### src/rtl/dcache_warmup_pkg.sv
// Shared types and derived widths for the dcache warmup injector.
// The optional readback checker is enabled by defining DCACHE_WARMUP_READBACK_EN.
package dcache_warmup_pkg;

    localparam int unsigned SETS         = 64;
    localparam int unsigned WAYS         = 4;
    localparam int unsigned TAG_BITS     = 22;
    localparam int unsigned ROWS_PER_SET = 8;
    localparam int unsigned ROW_BITS     = WAYS * 64;
    localparam int unsigned TAG_ADDR_W   = $clog2(SETS);
    localparam int unsigned DATA_ADDR_W  = $clog2(SETS * ROWS_PER_SET);
    localparam int unsigned ROW_W        = $clog2(ROWS_PER_SET);
    localparam int unsigned TAG_ROW_BITS = WAYS * TAG_BITS;
    localparam int unsigned DATA_MASK_W  = ROW_BITS / 8;
    localparam int unsigned TAG_REQ_W    = TAG_ADDR_W + 2 + TAG_ROW_BITS + WAYS;
    localparam int unsigned DATA_REQ_W   = DATA_ADDR_W + 2 + ROW_BITS + DATA_MASK_W;

    typedef enum logic [2:0] {
        IDLE,
        TAG,
        DATA,
        CHECK,
        DONE
    } state_t;

    // RW0 request layout for tag_array_ext: {addr, en, wmode, wdata, wmask}
    typedef struct packed {
        logic [TAG_ADDR_W-1:0]   addr;
        logic                    en;
        logic                    wmode;
        logic [TAG_ROW_BITS-1:0] wdata;
        logic [WAYS-1:0]         wmask;
    } tag_req_t;

    // RW0 request layout for data_arrays_0_ext: {addr, en, wmode, wdata, wmask}
    typedef struct packed {
        logic [DATA_ADDR_W-1:0] addr;
        logic                   en;
        logic                   wmode;
        logic [ROW_BITS-1:0]    wdata;
        logic [DATA_MASK_W-1:0] wmask;
    } data_req_t;

    // Data-array row address for set s, row r (s*ROWS_PER_SET + r)
    function automatic logic [DATA_ADDR_W-1:0] data_addr(
        input logic [TAG_ADDR_W-1:0] s,
        input logic [ROW_W-1:0]      r
    );
        return {s, r};
    endfunction

endpackage

### src/rtl/dcache_sram_port_mux.sv
// Selects between the warmup injector and the dcache request path for one SRAM RW0 port.
// Read data always returns straight to the dcache.
module dcache_sram_port_mux #(
    parameter int unsigned REQ_W   = 100,
    parameter int unsigned RDATA_W = 88
) (
    input  logic               inj_sel,
    input  logic [REQ_W-1:0]   inj_req,
    input  logic [REQ_W-1:0]   c_req,
    output logic [REQ_W-1:0]   sram_req,
    input  logic [RDATA_W-1:0] sram_rdata,
    output logic [RDATA_W-1:0] c_rdata
);

    // Injector owns the port while selected; dcache requests are dropped, not queued
    always_comb begin
        sram_req = inj_sel ? inj_req : c_req;
        c_rdata  = sram_rdata;
    end

endmodule

### src/rtl/dcache_warmup_injector.sv
// Writes a preload stream into the dcache tag/data SRAMs through their RW0 ports,
// then hands the ports back to the dcache. Optional per-write readback checking is
// enabled by defining DCACHE_WARMUP_READBACK_EN (adds the mismatch_cnt port).
module dcache_warmup_injector
    import dcache_warmup_pkg::*;
(
    input  logic                    clk,
    input  logic                    reset,
    input  logic                    start,
    output logic                    busy,
    output logic                    done,
    input  logic                    ld_valid,
    output logic                    ld_ready,
    input  logic [ROW_BITS-1:0]     ld_data,
    input  logic [TAG_REQ_W-1:0]    c_tag_req,
    output logic [TAG_ROW_BITS-1:0] c_tag_rdata,
    input  logic [DATA_REQ_W-1:0]   c_data_req,
    output logic [ROW_BITS-1:0]     c_data_rdata,
    output logic                    c_grant,
    output logic [TAG_REQ_W-1:0]    tag_req,
    input  logic [TAG_ROW_BITS-1:0] tag_rdata,
    output logic [DATA_REQ_W-1:0]   data_req,
    input  logic [ROW_BITS-1:0]     data_rdata
`ifdef DCACHE_WARMUP_READBACK_EN
    ,
    output logic [15:0]             mismatch_cnt
`endif
);

    state_t                 state;
    state_t                 state_nxt;
    state_t                 adv_state;
    logic                   accept;
    logic                   last_row;
    logic                   last_set;
    logic [TAG_ADDR_W-1:0]  set_cnt;
    logic [ROW_W-1:0]       row_cnt;
    tag_req_t               inj_tag;
    data_req_t              inj_data;

`ifdef DCACHE_WARMUP_READBACK_EN
    state_t                 ret_state;
    logic                   chk_tag;
    logic                   cmp_pend;
    logic                   rd_mismatch;
    logic [TAG_ADDR_W-1:0]  chk_taddr;
    logic [DATA_ADDR_W-1:0] chk_daddr;
    logic [ROW_BITS-1:0]    chk_word;
`endif

    assign last_row = (row_cnt == ROW_W'(ROWS_PER_SET - 1));
    assign last_set = (set_cnt == TAG_ADDR_W'(SETS - 1));
    assign c_grant  = ~busy;

    // State register
    always_ff @(posedge clk) begin
        if (reset) begin
            state <= IDLE;
        end else begin
            state <= state_nxt;
        end
    end

    // Next state, handshake and injector write/read requests
    always_comb begin
        state_nxt = state;
        adv_state = state;
        accept    = 1'b0;
        ld_ready  = 1'b0;
        busy      = 1'b0;
        done      = 1'b0;
        inj_tag   = '0;
        inj_data  = '0;
        case (state)
            IDLE: begin
                if (start) begin
                    state_nxt = TAG;
                end
            end
            TAG: begin
                ld_ready  = 1'b1;
                busy      = 1'b1;
                accept    = ld_valid;
                adv_state = DATA;
                if (accept) begin
                    inj_tag.addr  = set_cnt;
                    inj_tag.en    = 1'b1;
                    inj_tag.wmode = 1'b1;
                    inj_tag.wdata = ld_data[TAG_ROW_BITS-1:0];
                    inj_tag.wmask = '1;
                end
            end
            DATA: begin
                ld_ready  = 1'b1;
                busy      = 1'b1;
                accept    = ld_valid;
                adv_state = last_row ? (last_set ? DONE : TAG) : DATA;
                if (accept) begin
                    inj_data.addr  = data_addr(set_cnt, row_cnt);
                    inj_data.en    = 1'b1;
                    inj_data.wmode = 1'b1;
                    inj_data.wdata = ld_data;
                    inj_data.wmask = '1;
                end
            end
`ifdef DCACHE_WARMUP_READBACK_EN
            CHECK: begin
                busy      = 1'b1;
                state_nxt = ret_state;
                if (chk_tag) begin
                    inj_tag.addr  = chk_taddr;
                    inj_tag.en    = 1'b1;
                end else begin
                    inj_data.addr = chk_daddr;
                    inj_data.en   = 1'b1;
                end
            end
`endif
            DONE: begin
                done = 1'b1;
            end
            default: begin
                state_nxt = IDLE;
            end
        endcase
        if (accept) begin
`ifdef DCACHE_WARMUP_READBACK_EN
            state_nxt = CHECK;
`else
            state_nxt = adv_state;
`endif
        end
    end

    // Set/row position in the preload stream; set wraps only on the way into DONE
    always_ff @(posedge clk) begin
        if (reset) begin
            set_cnt <= '0;
            row_cnt <= '0;
        end else if (accept && (state == DATA)) begin
            row_cnt <= row_cnt + ROW_W'(1);
            if (last_row) begin
                set_cnt <= last_set ? '0 : set_cnt + TAG_ADDR_W'(1);
            end
        end
    end

`ifdef DCACHE_WARMUP_READBACK_EN
    assign rd_mismatch = chk_tag ? (tag_rdata != chk_word[TAG_ROW_BITS-1:0])
                                 : (data_rdata != chk_word);

    // Remember each write for its CHECK read; compare one cycle after the read
    always_ff @(posedge clk) begin
        if (reset) begin
            ret_state    <= IDLE;
            chk_tag      <= 1'b0;
            chk_taddr    <= '0;
            chk_daddr    <= '0;
            chk_word     <= '0;
            cmp_pend     <= 1'b0;
            mismatch_cnt <= '0;
        end else begin
            cmp_pend <= (state == CHECK);
            if (accept) begin
                chk_tag   <= (state == TAG);
                chk_taddr <= set_cnt;
                chk_daddr <= data_addr(set_cnt, row_cnt);
                chk_word  <= (state == TAG) ? ROW_BITS'(ld_data[TAG_ROW_BITS-1:0]) : ld_data;
                ret_state <= adv_state;
            end
            if (cmp_pend && rd_mismatch && (mismatch_cnt != '1)) begin
                mismatch_cnt <= mismatch_cnt + 16'd1;
            end
        end
    end
`endif

    dcache_sram_port_mux #(
        .REQ_W   (TAG_REQ_W),
        .RDATA_W (TAG_ROW_BITS)
    ) u_tag_mux (
        .inj_sel    (busy),
        .inj_req    (inj_tag),
        .c_req      (c_tag_req),
        .sram_req   (tag_req),
        .sram_rdata (tag_rdata),
        .c_rdata    (c_tag_rdata)
    );

    dcache_sram_port_mux #(
        .REQ_W   (DATA_REQ_W),
        .RDATA_W (ROW_BITS)
    ) u_data_mux (
        .inj_sel    (busy),
        .inj_req    (inj_data),
        .c_req      (c_data_req),
        .sram_req   (data_req),
        .sram_rdata (data_rdata),
        .c_rdata    (c_data_rdata)
    );

endmodule
### config.mk
export PLATFORM = sky130hd
export DESIGN_NAME = dcache_warmup_injector
export DESIGN_NICKNAME = d
export VERILOG_FILES = /design/src/rtl/dcache_warmup_pkg.sv /design/src/rtl/dcache_sram_port_mux.sv /design/src/rtl/dcache_warmup_injector.sv
export SDC_FILE = /design/constraint.sdc
export NUM_CORES = 1
export LEC_CHECK = 0
export ABC_AREA = 0
export BUFFER_PORTS_ARGS = -buffer_cell sky130_fd_sc_hd__clkbuf_2
export CORE_AREA = 2 2 679 681
export CTS_BUF_LIST = sky130_fd_sc_hd__clkbuf_4 sky130_fd_sc_hd__clkbuf_8
export DETAILED_ROUTE_END_ITERATION = 12
export DIE_AREA = 0 0 681 683
export GPL_ROUTABILITY_DRIVEN = 0
export PLACE_DENSITY = 0.3
export SLEW_MARGIN = 10
export SYNTH_ARGS = -nofsm -noshare
export SYNTH_HDL_FRONTEND = slang
export SYNTH_HIERARCHICAL = 1
export SYNTH_SLANG_ARGS = --single-unit
### constraint.sdc
create_clock -name clk -period 2.4 [get_ports clk]
set_input_delay 0.48 -clock clk [delete_from_list [all_inputs] [get_ports clk]]
set_output_delay 0.48 -clock clk [all_outputs]
set_load 0.005 [all_outputs]
==> impl_metrics.csv <==
group,metric,value,unit
yosys,synth_cell_types,40,
pwr,p_sw,4.71,mW
die,ios,1750,
timing,drv_slew,0,
critical_path,cp-end-kind,"primary output",
cts,cts-hold-fix-buffers,0,
pwr,powerDensity,339,nW/um^2
yosys,ys_seq_elements,12,
pwr,seqPwrFrac,2.3,%
timing,whs,0.492,ns
yosys,synth-warning-count,6,
timing,max_freq,368,MHz
critical_path,crit_fanout,7,
yosys,syn-num-nets,2269,
critical_path,crit_type,"flip-flop to primary output",
die,die_y,683,um
cts,cts_buffer_depth,2,
pwr,leakage,11.3,nW
finish,drive_above_1_share,80.7,%
timing,tns,-79.19,ns
finish,area_growth,141,%
cts,clkTransAtPathRegs,0.06,ns
place,port_buffers,1061,
cts,root_buffer,"clkbuf_8",
yosys,syn_area,11800,um^2
routing,ant_nets,0,
timing,tightest_slew,0.450,ns
global_route,antenna_found_initial,357,
critical_path,worst_ep_arrival_time,2.24,ns
die,row_count,249,
routing,drt_wl_total,346000,um
place,dp_hpwl,326000,um
pwr,switching_share,48.8,%
place,dpl_cell_area,25200,um^2
yosys,yosysSeqAreaShare,2.04,%
cts,htreeDepth,1,
pwr,p_total,9.64,mW
yosys,synth_cells,1263,
critical_path,setup.worst_path.start_class,"flip-flop",
finish,design_area,28500,um^2
routing,vias,15200,
pwr,ir_drop,0.133,mV
routing,first_pass_iters,5,
die,die_x,681,um
outcome,status,"finished, violations left",
pwr,p_comb_share,95.3,%
place,preCtsSetupSlack,-0.487,ns
timing,hold_violations,0,
global_route,grt_pass1_wl,376000,um
timing,finalCritPeriodShare,113,%
hold_path,worstHoldPathType,"flip-flop to flip-flop",
job,maxCapViolations,0,
global_route,grt_pass1_vias,14800,
die,design.core.area,458000,um^2
place,dpl.cell_count,8205,
critical_path,startpoint,"state[0]",
routing,vias_per_cell,1.83,
timing,max_slew_margin,70.0,%
timing,setup_slack,-0.318,ns
hold_path,min-delay-start,"row_cnt[2]",
timing,finalClockSkew,0.00430,ns
critical_path,r2r_start,"state[1]",
die,die_area,465000,um^2
timing,period_minus_slack,2.72,ns
finish,fin_util,6.21,%
finish,final_cells,8343,
cts,cts_tree,"yes",
routing,drt_drc_violations_left,0,
critical_path,crit_required,1.92,ns
cts,numCtsBuffers,3,
finish,nets,3144,
yosys,syn_area_per_cell,9.34,um^2
timing,rsz0062_at_grt,"true",
global_route,globalRouteOverflowTotal,0,
outcome,violations,"negative setup slack",
global_route,grt_max_degree,39,
die,initial_core_util,2.58,%
cts,cts_sinks,12,
pwr,clock_power_share,2.5,%
cts,insertion_delay,0.25,ns
timing,setup_viol,399,
global_route,track_usage,14.2,%
pwr,p_int,4.94,mW
routing,wl_per_cell,41.5,um
routing,drt_iter0_markers,741,
[cell type report]
class	instances	area, um^2
inverter	5	31.3
tap	6149	7690
antenna	57	143
fill	54100	430000
sequential	12	248
clock buffer	4	55.1
timing repair buffer	1302	11900
multi-input combinational	814	8400
[synth_stat cells (all sizes together)]
cell     count  area [um^2]
nand3        3         15.0
ha           3         37.5
nand4        2         12.5
nor3         2         15.0
or3          1         6.26
a31oi        1         6.26
mux2       400         5630
buf        395         3150
a211oi       1         7.51
nand4bb      1         27.5
a21oi        9         45.0
o31ai        1         7.51
a221oi       1         8.76
and2       357         2230
or4          2         15.0
o2111ai      2         17.5
nor2b        1         6.26
o21ai        4         20.0
a2bb2oi      1         8.76
xnor2        1         8.76
nor2         5         18.8
nand2        6         22.5
o211ai       2         15.0
nor4         2         12.5
dfxtp       12          240
or2          1         6.26
o21ba        1         10.0
nor3b        1         7.51
inv          5         18.8
nand2b       2         20.0
clkbuf      37          145
maj3         1         10.0
[critical path: stages (launching register included)]
cell and delay [ns]:
dfxtp_4 0.37, nand2b_4 0.15, a21oi_4 0.22, buf_12 0.22, buf_16 0.21, buf_16 0.17
mux2_4 0.39, buf_6 0.15
[logic make-up (layout without fill, tap and decap cells)]
| family | Yosys count | count (layout) | share of synthesized area, % |
|---|---|---|---|
| AOI/OAI and AO/OA | 23 | 23 | 1.24 |
| xor gates and xnor gates | 1 | 1 | 0.0742 |
| adders and majority gates | 4 | 4 | 0.403 |
| buffers and inverters | 437 | 1311 | 28.1 |
| DFF | 12 | 12 | 2.04 |
| muxes | 400 | 400 | 47.7 |
| other | 0 | 57 | 0 |
| and+or+nand+nor | 386 | 386 | 20.5 |
[flip-flops by register name, summed over array words and instances, names as in the netlist]
register	cells
row_cnt	3
state	3
set_cnt	6
[worst paths after layout]
| kind | end | slack [ns] | cells past startpoint |
|---|---|---|---|
| max | data_req[232] | -0.32 | 7 |
| min | row_cnt[2] | 0.49 | 2 |
| max reg2reg | set_cnt[2] | 0.63 | 8 |
| min reg2reg | row_cnt[2] | 0.49 | 2 |
[routing by layer]
layer	GRT usage, %	part of all wire [%]	vias up
li1	-	-	5683
met1	14.9	35	6658
met2	20.0	39	2102
met3	13.9	22	668
met4	2.72	3.1	126
met5	1.70	0.52	-
[power by group through the flow]
stage / Clock [mW] / Combinational (mW) / Sequential, mW
after floorplan: 0 / 2.97 / 0.218
after global placement: 0 / 8.03 / 0.222
after detailed placement: 0 / 7.98 / 0.222
after CTS: 0.244 / 9.14 / 0.218
after global routing: 0.259 / 9.80 / 0.217
final: 0.241 / 9.19 / 0.217
[timing repair]
item	in CTS	in global routing
gates cloned	17	9
gates resized for setup	302	289
pin swaps	2	3
buffers inserted	44	14
endpoints found under the setup margin	401	399
[cell usage in the layout, fill, tap and decap left out, types with 3 or more instances in the layout]
master | Yosys | final
a21oi_1 | 9 | 8
and2_1 | 357 | 349
and2_4 | 0 | 6
buf_12 | 10 | 197
buf_16 | 0 | 29
buf_2 | 12 | 14
buf_4 | 350 | 56
buf_6 | 23 | 72
buf_8 | 0 | 83
clkbuf_16 | 0 | 12
clkbuf_2 | 5 | 822
clkbuf_4 | 0 | 4
clkbuf_8 | 0 | 17
dfxtp_1 | 12 | 10
diode_2 | 0 | 57
ha_1 | 3 | 3
inv_1 | 4 | 4
mux2_2 | 100 | 72
mux2_4 | 300 | 328
nand2_1 | 6 | 6
nand3_1 | 3 | 3
nor2_1 | 5 | 5
o21ai_0 | 4 | 4
Note: power is estimated with default switching activity, not from simulation.
